### src/rtl/ms_qspi_xip_ahbl_arbiter.sv
`timescale 1ns/1ps
// Two-master AHB-Lite read arbiter (M0 = instruction fetch, M1 = data) in front of the XIP cache slave port.
// Optional macro MS_QSPI_XIP_ARB_WR_ERR_EN adds HRESP_M0/HRESP_M1 and answers writes with a two-cycle ERROR.
module ms_qspi_xip_ahbl_arbiter #(
    parameter int PRIO_MODE = 2
) (
    input  logic        HCLK,
    input  logic        HRESET,
    input  logic        HSEL_M0,
    input  logic [31:0] HADDR_M0,
    input  logic [1:0]  HTRANS_M0,
    input  logic        HWRITE_M0,
    input  logic        HREADY_M0,
    output logic        HREADYOUT_M0,
    output logic [31:0] HRDATA_M0,
`ifdef MS_QSPI_XIP_ARB_WR_ERR_EN
    output logic        HRESP_M0,
    output logic        HRESP_M1,
`endif
    input  logic        HSEL_M1,
    input  logic [31:0] HADDR_M1,
    input  logic [1:0]  HTRANS_M1,
    input  logic        HWRITE_M1,
    input  logic        HREADY_M1,
    output logic        HREADYOUT_M1,
    output logic [31:0] HRDATA_M1,
    output logic        S_HSEL,
    output logic [31:0] S_HADDR,
    output logic [1:0]  S_HTRANS,
    output logic        S_HWRITE,
    output logic        S_HREADY,
    input  logic        S_HREADYOUT,
    input  logic [31:0] S_HRDATA
);
    typedef enum logic {ST_IDLE = 1'b0, ST_DATA = 1'b1} state_t;

    state_t      r_state, w_state_nxt;
    logic [1:0]  r_pend, w_pend_nxt, w_cap, w_err_stall;
    logic [31:0] r_paddr0, r_paddr1;
    logic        r_owner, r_last;
    logic        w_grant, w_win;
    logic        w_unused;

    // SEQ and NONSEQ are treated alike, so only HTRANS[1] matters
    assign w_cap[0] = HSEL_M0 & HTRANS_M0[1] & HREADY_M0 & ~HWRITE_M0;
    assign w_cap[1] = HSEL_M1 & HTRANS_M1[1] & HREADY_M1 & ~HWRITE_M1;
    assign w_unused = HTRANS_M0[0] ^ HTRANS_M1[0];
    assign S_HWRITE = 1'b0;

`ifdef MS_QSPI_XIP_ARB_WR_ERR_EN
    logic [1:0] r_err1, r_err2, w_wcap;

    assign w_wcap[0] = HSEL_M0 & HTRANS_M0[1] & HREADY_M0 & HWRITE_M0;
    assign w_wcap[1] = HSEL_M1 & HTRANS_M1[1] & HREADY_M1 & HWRITE_M1;

    always_ff @(posedge HCLK or posedge HRESET) begin
        if (HRESET) begin
            r_err1 <= 2'b00;
            r_err2 <= 2'b00;
        end else begin
            r_err1 <= w_wcap;
            r_err2 <= r_err1;
        end
    end

    assign HRESP_M0    = r_err1[0] | r_err2[0];
    assign HRESP_M1    = r_err1[1] | r_err2[1];
    assign w_err_stall = r_err1;
`else
    assign w_err_stall = 2'b00;
`endif

    always_ff @(posedge HCLK or posedge HRESET) begin
        if (HRESET) begin
            r_state  <= ST_IDLE;
            r_pend   <= 2'b00;
            r_paddr0 <= 32'h0;
            r_paddr1 <= 32'h0;
            r_owner  <= 1'b0;
            r_last   <= 1'b1;
        end else begin
            r_state <= w_state_nxt;
            r_pend  <= w_pend_nxt;
            if (w_cap[0]) r_paddr0 <= HADDR_M0;
            if (w_cap[1]) r_paddr1 <= HADDR_M1;
            if (w_grant) begin
                r_owner <= w_win;
                r_last  <= w_win;
            end
        end
    end

    always_comb begin
        w_state_nxt = r_state;
        w_win       = r_pend[1];
        if (r_pend == 2'b11) begin
            if (PRIO_MODE == 0)      w_win = 1'b0;
            else if (PRIO_MODE == 1) w_win = 1'b1;
            else                     w_win = ~r_last;
        end

        // A completing data phase and the next address phase share a cycle
        w_grant  = (|r_pend) & ((r_state == ST_IDLE) | S_HREADYOUT);
        S_HSEL   = w_grant;
        S_HTRANS = w_grant ? 2'b10 : 2'b00;
        S_HADDR  = 32'h0;
        if (w_grant) S_HADDR = w_win ? r_paddr1 : r_paddr0;
        S_HREADY = (r_state == ST_DATA) ? S_HREADYOUT : 1'b1;

        w_pend_nxt = r_pend;
        if (w_grant) w_pend_nxt[w_win] = 1'b0;
        w_pend_nxt = w_pend_nxt | w_cap;

        if (w_grant)                                   w_state_nxt = ST_DATA;
        else if (r_state == ST_DATA && S_HREADYOUT)    w_state_nxt = ST_IDLE;

        HREADYOUT_M0 = ~(r_pend[0] | w_err_stall[0] |
                         ((r_state == ST_DATA) & ~r_owner & ~S_HREADYOUT));
        HREADYOUT_M1 = ~(r_pend[1] | w_err_stall[1] |
                         ((r_state == ST_DATA) & r_owner & ~S_HREADYOUT));
        HRDATA_M0    = (r_state == ST_DATA && !r_owner) ? S_HRDATA : 32'h0;
        HRDATA_M1    = (r_state == ST_DATA &&  r_owner) ? S_HRDATA : 32'h0;
    end
endmodule
### config.mk
export PLATFORM = sky130hd
export DESIGN_NAME = ms_qspi_xip_ahbl_arbiter
export DESIGN_NICKNAME = d
export VERILOG_FILES = /design/src/rtl/ms_qspi_xip_ahbl_arbiter.sv
export SDC_FILE = /design/constraint.sdc
export NUM_CORES = 1
export LEC_CHECK = 0
export BUFFER_PORTS_ARGS = -buffer_cell sky130_fd_sc_hd__buf_2
export CAP_MARGIN = 10
export CORE_MARGIN = 2
export CORE_UTILIZATION = 40
export CTS_CLUSTER_SIZE = 8
export DETAILED_ROUTE_END_ITERATION = 8
export GPL_TIMING_DRIVEN = 0
export PLACE_DENSITY = 0.75
export SLEW_MARGIN = 10
export SYNTH_ARGS = -nofsm -noshare
export SYNTH_HDL_FRONTEND = slang
export SYNTH_SLANG_ARGS = --single-unit
### constraint.sdc
create_clock -name HCLK -period 3.4 [get_ports HCLK]
set_clock_uncertainty 0.1 [all_clocks]
set_input_delay 0.17 -clock HCLK [delete_from_list [all_inputs] [get_ports HCLK]]
set_output_delay 0.17 -clock HCLK [all_outputs]
set_load 0.1 [all_outputs]
==> impl_metrics.toml <==
[synth]
ys_warn_count = 0
async_flop_share_pct = 100
synth_ff_type = "dfrtp_1"
syn_area_um2 = 3900
synth-edff-count = 0
synth_cell_types = 27
synth.avg_cell_area_um2 = 11.2
synth_cells = 348
synth-seq-cells = 69
ys_seq_area_share_pct = 44.3

[route]
finalWirelength_um = 12000
via_per_inst = 4.77
drc = 0
drt-wirelength-per-cell_um = 15.5
antenna_left = 0
drt-initial-drc-count = 119
dr.pass1.iters = 4
vias = 3679

[timing]
timing.final.crit_share_pct = 68.5
hold_viol = 0
finalSetupViolations = 0
drv_slew = 0
timing.final.ws_setup_ns = 1.07
fmax_ghz = 0.429
tightestPinTransition_ns = 0.521
setup_tns_ns = 0
maxSlewHeadroom_pct = 65.5
rsz0062_at_grt = "no"
finalCriticalPeriod_ns = 2.33

[critical_path]
ff2ff_path_depth = 2
arrival_ns = 2.06
cp_max_fo = 10
cp-end-kind = "output pin"
critPathCapture = "S_HADDR[14]"
slowest_delay_ns = 0.46
r2r_setup_slack_ns = 2.22
crit_path_start = "r_state"
r2r_start = "r_state"
crit_chain = "and2b_4, inv_2, o21ai_2, buf_4, a21oi_1, buf_2"
reg2reg_to = "r_state"
crit_type = "flop to output pin"
crit_required_ns = 3.13
crit_path_top_delay_cell = "buf_2"
cp-start-kind = "flop"

[floorplanning]
start_util_pct = 40.6
dieArea_um2 = 10500
core_area_um2 = 9590
die_w_um = 103
die_h_um = 103
rows = 36
io_pins = 212

[cts]
htree_levels = 3
cts_made_buffers = 9
ctsRootBufferMaster = "clkbuf_8"
clockBufferDepth = 2
numClockSinks = 69
cts_tree = "done"
clk_latency_ns = 0.35
clk_pin_slew_ns = 0.07
cts_setup_buffers = 0

[place]
gp_congestion = 0.716
io_buffer_count = 207
dp_hpwl_um = 8300
pre_cts_slack_ns = 1.46

[cells_and_area]
fillCellCount = 799
layout_common_cells = "buf_2, dfrtp_1, nand2_1, dlygate4sd3_1, mux2_4"
drive_gt1_share_pct = 50.2
area_delta_synth_final_pct = 53.8
layout_commonest_cell = "buf_2"
nets = 742
post-route-util_pct = 62.5

[global_routing]
grt_pass1_vias = 3678
grt_overflow = 0
grt_use_total_pct = 22.3
grt_max_degree = 47
grt_pass1_wl_um = 17700
antenna_found_initial = 1

[power_and_ir_drop]
p_leak_nw = 3.43
ir_drop_v = 0.000253
p_per_area_nw_per_um2 = 533

[status]
outcome = "finished clean"

[job]
maxCapViolations = 0

[min_path]
hp-class = "input port to flop"
==> registers in the layout (all words and copies together), names as in the netlist <==
register,cells
r_last,1
r_owner,1
r_paddr0,32
r_paddr1,32
r_pend,2
r_state,1
==> cell usage after synthesis, types with 2 or more instances <==
| master | n | area [µm²] |
|---|---|---|
| o21ai_0 | 2 | 10.0 |
| inv_2 | 2 | 7.51 |
| nand2_1 | 65 | 244 |
| inv_1 | 3 | 11.3 |
| and3_1 | 32 | 200 |
| buf_2 | 2 | 10.0 |
| mux2_4 | 58 | 871 |
| and2_1 | 32 | 200 |
| mux2_2 | 6 | 67.6 |
| buf_6 | 12 | 135 |
| nand4b_4 | 2 | 47.6 |
| a31oi_1 | 2 | 12.5 |
| a21oi_1 | 37 | 185 |
| clkbuf_2 | 2 | 10.0 |
| clkbuf_1 | 6 | 22.5 |
| buf_4 | 7 | 52.6 |
| dfrtp_1 | 68 | 1700 |
==> worst min path at each step <==
stage / endpoint / from / cells past startpoint / slack (ns)
floorplan: r_paddr0[0] / HADDR_M0[0] / 1 / 0.22
global placement: r_paddr1[30] / HADDR_M1[30] / 2 / 0.30
detailed placement: r_paddr1[8] / HRESET / 2 / 0.07
CTS: r_paddr1[28] / HREADY_M1 / 3 / 0.15
global route: r_paddr1[29] / HREADY_M1 / 3 / 0.16
finish: r_paddr1[28] / HREADY_M1 / 3 / 0.16
==> power breakdown <==
| part | internal (W) | switching (W) | total [W] |
|---|---|---|---|
| clock network | 0.000410 | 0.000311 | 0.000721 |
| registers | 0.00100 | 0.000121 | 0.00113 |
| logic | 0.000450 | 0.000901 | 0.00135 |
==> kinds of logic after synthesis <==
| logic type | after synthesis | share of synthesized area [%] |
|---|---|---|
| simple gates | 136 | 18.7 |
| flops | 69 | 44.3 |
| mux | 64 | 24.1 |
| compound gates | 44 | 6.45 |
| buf+inv | 34 | 6.39 |
| other cells | 1 | 0.0962 |
==> what timing repair did <==
action | CTS | global route
resized for setup | 0 | 0
hold buffers | 65 | 0
endpoints found under the hold margin | 87 | 0
==> metal layers <==
layer	GRT usage, %	part of all wire (%)
met1	24.5	39
met5	0	0
met3	6.37	8.0
met2	41.0	52
met4	7.79	1.6
==> critical path: cells and delay by family, from the launching register on <==
kind,cells,cell delay (ns)
AND/OR/NAND/NOR,1,0.22
AO/OA/AOI/OAI,2,0.28
flip-flops,1,0.45
buffers and inverters,3,0.74
==> per-stage QoR <==
| step | std cells | hold WS (ns) | cell area, µm² | total power (W) |
|---|---|---|---|---|
| after global placement | 689 | 0.302 | 5100 | 0.00239 |
| after CTS | 771 | 0.146 | 5990 | 0.00322 |
| final | 772 | 0.163 | 5990 | 0.00320 |
| after detailed placement | 690 | 0.0694 | 5130 | 0.00242 |
| after global routing | 772 | 0.160 | 5990 | 0.00335 |
| after floorplan | 349 | 0.219 | 3900 | 0.00217 |
==> cell type report <==
type                            count  area, µm²  area share (%)
Tap cell                          133        166            2.78
Clock inverter                      5       75.1            1.25
Sequential cell                    69       1730            28.8
Inverter                            5       21.3           0.355
Buffer                             29        230            3.84
Multi-Input combinational cell    246       1920            32.1
Clock buffer                       11        131            2.19
Timing Repair Buffer              273       1710            28.6
Antenna cell                        1       2.50          0.0418
Power figures use the tool's default switching activity.
